[config.mk]
export PLATFORM = sky130hd
export DESIGN_NAME = prog_sequencer
export DESIGN_NICKNAME = d
export VERILOG_FILES = /design/src/rtl/prog_seq_pkg.sv /design/src/rtl/prog_sequencer_sat_counter.sv /design/src/rtl/prog_sequencer.sv
export SDC_FILE = /design/constraint.sdc
export NUM_CORES = 1
export LEC_CHECK = 0
export CORE_ASPECT_RATIO = 1.5
export CORE_MARGIN = 2
export CORE_UTILIZATION = 45
export CTS_BUF_LIST = sky130_fd_sc_hd__clkbuf_4
export DETAILED_ROUTE_END_ITERATION = 16
export PLACE_DENSITY = 0.66
export SETUP_SLACK_MARGIN = 0.02
export SYNTH_ARGS = -nofsm -noshare
export SYNTH_HDL_FRONTEND = slang
export SYNTH_HIERARCHICAL = 1
export SYNTH_SLANG_ARGS = --single-unit
[constraint.sdc]
create_clock -name CLK -period 3.18 [get_ports CLK]
set_input_delay 0.318 -clock CLK [delete_from_list [all_inputs] [get_ports CLK]]
set_output_delay 0.318 -clock CLK [all_outputs]
set_load 0.02 [all_outputs]
[src/rtl/prog_seq_pkg.sv]
// rtl/prog_seq_pkg.sv - shared types, widths and address mapping for prog_sequencer
package prog_seq_pkg;

  localparam int ADDR_W = 8;
  localparam int CNT_W  = 16;

  typedef enum logic [2:0] {
    S_IDLE,
    S_LAUNCH,
    S_RUN,
    S_NEXT,
    S_FINISH
  } seq_state_t;

  // Maps a program index to its ROM start PC.
  function automatic logic [ADDR_W-1:0] prog_addr(
    input logic [1:0]        idx,
    input logic [ADDR_W-1:0] a0,
    input logic [ADDR_W-1:0] a1,
    input logic [ADDR_W-1:0] a2,
    input logic [ADDR_W-1:0] a3
  );
    case (idx)
      2'd0:    return a0;
      2'd1:    return a1;
      2'd2:    return a2;
      default: return a3;
    endcase
  endfunction

endpackage

[src/rtl/prog_sequencer_sat_counter.sv]
// rtl/prog_sequencer_sat_counter.sv - saturating up-counter with load-to-one
module sat_counter
  import prog_seq_pkg::*;
#(
  parameter int W = CNT_W
) (
  input  logic         i_clk,
  input  logic         i_rst_n,
  input  logic         i_load1,
  input  logic         i_en,
  output logic [W-1:0] o_count
);

  logic [W-1:0] r_count;

  // Load-1 starts a fresh count; enable advances it until it sticks at all-ones.
  always_ff @(posedge i_clk or negedge i_rst_n) begin
    if (!i_rst_n) begin
      r_count <= '0;
    end else if (i_load1) begin
      r_count <= W'(1);
    end else if (i_en && (r_count != {W{1'b1}})) begin
      r_count <= r_count + W'(1);
    end
  end

  assign o_count = r_count;

endmodule

[src/rtl/prog_sequencer.sv]
// rtl/prog_sequencer.sv - launches each ROM program in turn and times its run
module prog_sequencer
  import prog_seq_pkg::*;
#(
  parameter int                NUM_PROGS  = 3,
  parameter logic [ADDR_W-1:0] PROG0_ADDR = 8'd0,
  parameter logic [ADDR_W-1:0] PROG1_ADDR = 8'd64,
  parameter logic [ADDR_W-1:0] PROG2_ADDR = 8'd128,
  parameter logic [ADDR_W-1:0] PROG3_ADDR = 8'd192,
  parameter int                START_HOLD = 2,
  parameter logic [CNT_W-1:0]  TIMEOUT    = 16'd4000
) (
  input  logic              CLK,
  input  logic              Reset_n,
  input  logic              Go,
  input  logic              Done,
  output logic              Start,
  output logic [ADDR_W-1:0] Start_Addr,
  output logic              Busy,
  output logic [1:0]        Prog_Idx,
  output logic [CNT_W-1:0]  Cycle_Count,
  output logic              Count_Valid,
  output logic              Timed_Out,
  output logic              All_Done
);

  localparam logic [1:0] LAST_IDX  = 2'(NUM_PROGS - 1);
  localparam logic [1:0] HOLD_LAST = 2'(START_HOLD - 1);

  seq_state_t        r_state, w_next_state;
  logic [1:0]        r_prog_idx, w_next_idx;
  logic [1:0]        r_hold;
  logic [CNT_W-1:0]  w_count;
  logic              w_load1, w_run_en, w_latch, w_timeout_hit;

  logic              r_start, r_busy, r_count_valid, r_timed_out, r_all_done;
  logic [ADDR_W-1:0] r_start_addr;
  logic [CNT_W-1:0]  r_cycle_count;

  sat_counter #(.W(CNT_W)) u_run_cnt (
    .i_clk   (CLK),
    .i_rst_n (Reset_n),
    .i_load1 (w_load1),
    .i_en    (w_run_en),
    .o_count (w_count)
  );

  // Next-state, next program index and RUN-exit decisions.
  always_comb begin
    w_next_state  = r_state;
    w_next_idx    = r_prog_idx;
    w_latch       = 1'b0;
    w_timeout_hit = 1'b0;
    case (r_state)
      S_IDLE: begin
        w_next_idx = 2'd0;
        if (Go) w_next_state = S_LAUNCH;
      end
      S_LAUNCH: begin
        if (r_hold == HOLD_LAST) w_next_state = S_RUN;
      end
      S_RUN: begin
        // Done takes priority so a program finishing on the timeout cycle is not flagged.
        if (Done) begin
          w_latch      = 1'b1;
          w_next_state = S_NEXT;
        end else if (w_count == TIMEOUT) begin
          w_latch       = 1'b1;
          w_timeout_hit = 1'b1;
          w_next_state  = S_NEXT;
        end
      end
      S_NEXT: begin
        if (r_prog_idx == LAST_IDX) begin
          w_next_state = S_FINISH;
        end else begin
          w_next_idx   = r_prog_idx + 2'd1;
          w_next_state = S_LAUNCH;
        end
      end
      S_FINISH: begin
        if (!Go) begin
          w_next_state = S_IDLE;
          w_next_idx   = 2'd0;
        end
      end
      default: w_next_state = S_IDLE;
    endcase
  end

  assign w_load1  = (r_state == S_LAUNCH) && (w_next_state == S_RUN);
  assign w_run_en = (r_state == S_RUN);

  // State, program index and launch hold counter.
  always_ff @(posedge CLK or negedge Reset_n) begin
    if (!Reset_n) begin
      r_state    <= S_IDLE;
      r_prog_idx <= 2'd0;
      r_hold     <= 2'd0;
    end else begin
      r_state    <= w_next_state;
      r_prog_idx <= w_next_idx;
      r_hold     <= (r_state == S_LAUNCH) ? r_hold + 2'd1 : 2'd0;
    end
  end

  // Registered outputs, decoded from the upcoming state so they align with it.
  always_ff @(posedge CLK or negedge Reset_n) begin
    if (!Reset_n) begin
      r_start       <= 1'b1;
      r_start_addr  <= PROG0_ADDR;
      r_busy        <= 1'b0;
      r_cycle_count <= '0;
      r_count_valid <= 1'b0;
      r_timed_out   <= 1'b0;
      r_all_done    <= 1'b0;
    end else begin
      r_start       <= (w_next_state != S_RUN);
      r_start_addr  <= prog_addr(w_next_idx, PROG0_ADDR, PROG1_ADDR, PROG2_ADDR, PROG3_ADDR);
      r_busy        <= (w_next_state == S_LAUNCH) || (w_next_state == S_RUN) ||
                       (w_next_state == S_NEXT);
      r_all_done    <= (w_next_state == S_FINISH);
      r_count_valid <= w_latch;
      if (w_latch) r_cycle_count <= w_count;
      if ((r_state == S_IDLE) && (w_next_state == S_LAUNCH)) begin
        r_timed_out <= 1'b0;
      end else if (w_timeout_hit) begin
        r_timed_out <= 1'b1;
      end
    end
  end

  assign Start       = r_start;
  assign Start_Addr  = r_start_addr;
  assign Busy        = r_busy;
  assign Prog_Idx    = r_prog_idx;
  assign Cycle_Count = r_cycle_count;
  assign Count_Valid = r_count_valid;
  assign Timed_Out   = r_timed_out;
  assign All_Done    = r_all_done;

endmodule

After elaboration in Yosys (flattened, before gate mapping)
Index checks and enable logic that the tools add are counted.
- bits in registers: 52
- input bits: 4
- output and inout port bits: 31
- logic and storage cells: 59
- add/subtract/negate cells: 3
- equal/unequal tests: 15
- mux-type cells: 21
- reductions and logical operators: 9
- operator list (cell ; number):
    $mux W16 ; 2
    $pmux W8 S3 ; 1
    $mux W3 ; 6
    $add A16 B1 Y16 const B ; 1
    $eq A16 B12 Y1 const B ; 1
    $ne A16 B16 Y1 const B ; 1
    $pmux W3 S5 ; 1
    $eq A3 B2 Y1 const B ; 4
    $mux W1 ; 7
    $eq A3 B1 Y1 const B ; 2
    $eq A3 B3 Y1 const B ; 2
    $mux W2 ; 3
    $pmux W2 S3 ; 1
    $add A2 B1 Y2 const B ; 2
    $eq A2 B1 Y1 const B ; 2
    $eq A2 B2 Y1 const B ; 2
    $reduce_bool A2 Y1 ; 2
    $logic_and A1 B1 Y1 ; 3
    $logic_not A3 Y1 ; 1
    $ne A3 B2 Y1 const B ; 1
    $logic_not A2 Y1 ; 1
    $logic_or A1 B1 Y1 ; 2

Logic depth before layout (Yosys ltp)
- depth after elaboration: 7
- gate-level depth with buffers: 8
- mapped depth without buffers: 6

Cells and area by module
The synthesis kept the hierarchy.
- by module, submodules not included (module ; times used ; cells an instance ; area an instance (µm²) ; sequential area each (µm²)):
    prog_sequencer ; 1 ; 97 ; 1276.2 ; 726.9
    sat_counter ; 1 ; 98 ; 943.4 ; 400.4

Least setup slack after synthesis
OpenSTA, ideal clock, no wires.
- path type: reg2reg
- start: reg r_state[0]
- end: reg u_run_cnt.r_count[3], in the netlist u_run_cnt/o_count[3]
- library setup time: 0.078 ns
- arrival: 2.051 ns
- data required time: 3.102 ns
- setup slack: 1.051 ns
- stages on the path, launching flop included: 8
- buffers on the path: 2
- clock period less this slack: 2.129 ns
- cells stage by stage: dfrtp_1 -> buf_2 -> or3_1 -> inv_1 -> inv_1 -> clkbuf_1 -> or4_2 -> a21oi_1
- elaborated cells between the ends (all ways): 16
- classes of those cells: 5 x eq/ne; 7 x mux; 4 x reduce/logical
- RTL lines (element ; line ; RTL):
    from (decl) ; prog_sequencer.sv:30 ; seq_state_t r_state, w_next_state;
    from (signal assigned) ; prog_sequencer.sv:101 ; r_state <= w_next_state;
    $eq A3 B2 Y1 * ; prog_sequencer.sv:92 ; assign w_run_en = (r_state == S_RUN);
    named net w_run_en ; prog_sequencer.sv:34 ; logic w_load1, w_run_en, w_latch, w_timeout_hit;
    $pmux W3 S5 ; prog_sequencer.sv:54 ; case (r_state)
    $eq A3 B2 Y1 ; prog_sequencer.sv:91 ; assign w_load1 = (r_state == S_LAUNCH) && (w_next_state == S_RUN);
    $logic_and A1 B1 Y1 ; prog_sequencer.sv:91 ;
    $mux W16 or $reduce_bool A2 Y1 (tied branches) ; n/a ;
    to (signal assigned) ; prog_sequencer_sat_counter.sv:23 ; r_count <= r_count + W'(1);
    to (decl) ; prog_sequencer_sat_counter.sv:14 ; logic [W-1:0] r_count;
Mark *: on every way through the listed nets, which the timed path passes. The rest lies on a longest branch.
A chain may end at the register's enable or synchronous reset.

Worst setup path after layout
- start: reg r_state[1]
- end: reg u_run_cnt.r_count[3], in the netlist u_run_cnt/o_count[3]
The elaborated chain is that of the path after synthesis.

==> results.sh <==
export IMPL_end_kind="register"
export IMPL_hold_path_class="primary input to asynchronous set/reset pin"
export IMPL_cp_start_kind="register"
export IMPL_via_count=1620
export IMPL_dpl_hpwl_um=2880
export IMPL_final_net_count=230
export IMPL_cts_root_buffer="clkbuf_4"
export IMPL_max_vdd_ir_drop_v=0.000433
export IMPL_rsz0062_at_grt="false"
export IMPL_yosys_top_cells_area="dfrtp_1 50%, mux2_2 10%, buf_4 2.7%"
export IMPL_setup_viol=0
export IMPL_crit_arrival_ns=2.64
export IMPL_postCtsResizedCells=0
export IMPL_die_x_um=61.3
export IMPL_post_cts_repair_setup_buffers=0
export IMPL_cts_sinks=45
export IMPL_yosys_warnings=6
export IMPL_yosysTopAreaCellShare_pct=49.6
export IMPL_hold_buffers=0
export IMPL_skew_ns=0.0119
export IMPL_grt_usage_pct=17.0
export IMPL_grt_pass1_wl_um=7240
export IMPL_max_slew_margin_pct=35.6
export IMPL_synth_common_cells="44 x dfrtp_1, 20 x mux2_2, 11 x a21oi_1, 11 x inv_1, 8 x buf_4"
export IMPL_die_h_um=90.0
export IMPL_power_leakage_nw=1.11
export IMPL_drtIter0Drc=75
export IMPL_antenna_found_initial=0
export IMPL_setup_tns_ns=0
export IMPL_via_per_inst=5.61
export IMPL_finalMaxSlewViolations=0
export IMPL_clk_insertion_delay_late_ns=0.35
export IMPL_outcome="finished, final reports clean"
export IMPL_period_minus_slack_ns=2.36
export IMPL_grt_pass1_vias=1561
export IMPL_synthArstFlopShare_pct=100
export IMPL_grt_start_max_net_pins=46
export IMPL_netlist_area_um2=2220
export IMPL_cap_violations=0
export IMPL_clock_path_buffers=2
export IMPL_ys_ff_latch=45
export IMPL_syn_area_per_cell_um2=11.4
export IMPL_cts_tree="yes"
export IMPL_synth_most_common_cell="dfrtp_1"
export IMPL_grt_overflow=0
export IMPL_hold_viol_final=0
export IMPL_multi_input_area_um2=962
export IMPL_syn2layout_area_growth_pct=16.4
export IMPL_fp_row_count=31
export IMPL_synth_area_leader_cell="dfrtp_1"
export IMPL_path_class="register to register"
export IMPL_synth_edf_count=0
export IMPL_ys_types=45
export IMPL_timing_final_crit_share_pct=74.4
export IMPL_max_freq_mhz=423
export IMPL_diodes=0
export IMPL_tightestPinTransition_ns=0.967
export IMPL_total_power_mw=1.53
export IMPL_drive_above_1_share_pct=19.3
export IMPL_routedWlPerCell_um=14.3
export IMPL_coreArea_um2=4810
export IMPL_drt_total_wl_um=4120
export IMPL_final_antenna_net_count=0
export IMPL_crit_required_ns=3.46
export IMPL_first_pass_iters=4
export IMPL_cts_htree_levels=2
export IMPL_io_pins=35
export IMPL_remaining_drc_errors=0
export IMPL_clk_pin_slew_ns=0.13
export IMPL_p_per_area_nw_per_um2=594
export IMPL_syn_instance_count=195
export IMPL_dieArea_um2=5520
export IMPL_place_congestion=0.763
export IMPL_crit_fanout=22
export IMPL_place_port_buffers=28
export IMPL_numCtsBuffers=5
export IMPL_synth_flop_cell="dfrtp_1"
export IMPL_regArea_um2=1130
export IMPL_initial_core_util_pct=46.1
export IMPL_synth_seq_area_share_pct=50.8
export IMPL_nFillCells=463
## final timing paths
check | startpoint | endpoint | slack, ns | cells past startpoint
worst max register to register | r_state[1] | u_run_cnt/o_count[3] | 0.82 | 6
worst max-delay path | r_state[1] | u_run_cnt/o_count[3] | 0.82 | 6
worst min register to register | r_hold[0] | r_hold[0] | 0.44 | 1
worst min-delay path | Reset_n | r_hold[1] | 0.10 | 1
min in group CLK | r_hold[0] | r_hold[0] | 0.44 | 1
max in group asynchronous | Reset_n | u_run_cnt/o_count[15] | 2.48 | 1
## stage by stage
stage | utilization (%) | setup slack, ns | hold slack, ns | area (um2) | instances
after global placement | 52.1 | 0.905 | 0.421 | 2500 | 281
after detailed placement | 52.1 | 0.856 | 0.427 | 2500 | 281
after global routing | 53.7 | 0.605 | 0.170 | 2580 | 289
after CTS | 53.7 | 0.814 | 0.136 | 2580 | 289
after floorplan | - | 1.05 | 0.0224 | 2240 | 200
final | 53.7 | 0.815 | 0.100 | 2580 | 289
## flip-flops by register name, indices dropped and copies added (netlist names)
name,count
All_Done,1
Busy,1
Count_Valid,1
Cycle_Count,16
Prog_Idx,1
Start,1
Start_Addr,2
Timed_Out,1
r_hold,2
r_state,3
u_run_cnt/o_count,16
## worst max-delay path, stage by stage (launching register included)
cell,delay [ns]
dfrtp_1,0.48
inv_1,0.08
or3_1,0.40
inv_1,0.16
inv_1,0.29
or4_2,0.72
a21oi_1,0.16
## layer usage
metal | part of all wire, % | track usage, % | routed length (um) | vias to the layer above
met5 | 0 | 0 | 0 | -
met4 | 2.5 | 6.21 | 105 | 0
met3 | 4.2 | 3.45 | 175 | 8
met2 | 51 | 26.5 | 2100 | 45
met1 | 42 | 22.9 | 1740 | 795
li1 | - | - | - | 772
## cell usage in the layout, fill, tap and decap left out, types with 2 or more instances in the layout
| master | n |
|---|---|
| a21oi_1 | 11 |
| conb_1 | 6 |
| nand4_1 | 7 |
| ha_1 | 4 |
| o31ai_1 | 7 |
| and3_1 | 3 |
| clkdlybuf4s50_1 | 27 |
| mux2_2 | 20 |
| or3_1 | 2 |
| o21ai_0 | 6 |
| or4_2 | 4 |
| nand2_1 | 7 |
| buf_4 | 2 |
| inv_1 | 11 |
| and4_2 | 2 |
| or4_1 | 3 |
| nor2_1 | 7 |
| dfrtp_1 | 44 |
| a22o_1 | 5 |
| nor4b_1 | 3 |
| nand3_1 | 4 |
| nor2b_1 | 4 |
| nor4_1 | 4 |
| nor3_1 | 3 |
| clkbuf_4 | 6 |
## cell type report
type                       instances  share of cell area (%)
clock inverter                     2                    1.36
multi-input combinational        129                    37.2
sequential                        45                    43.6
clock buffer                       6                    1.74
inverter                          11                    1.60
tap                               66                    3.20
timing repair buffer              30                    11.2
## logic make-up after synthesis
| group | share of synthesized area [%] |
|---|---|
| buffers and inverters | 6.71 |
| multiplexers | 10.6 |
| flip-flops | 50.8 |
| AO/OA/AOI/OAI | 11.0 |
| other | 0.169 |
| AND/OR/NAND/NOR | 18.1 |
| adder cells (fa/ha/maj) | 2.25 |
| XOR/XNOR | 0.395 |
## where the power goes
part	switching, mW	total [mW]	internal, mW
clock	0.176	0.349	0.174
sequential	0.0789	0.733	0.655
combinational	0.256	0.452	0.196
Power figures use the tool's default switching activity.
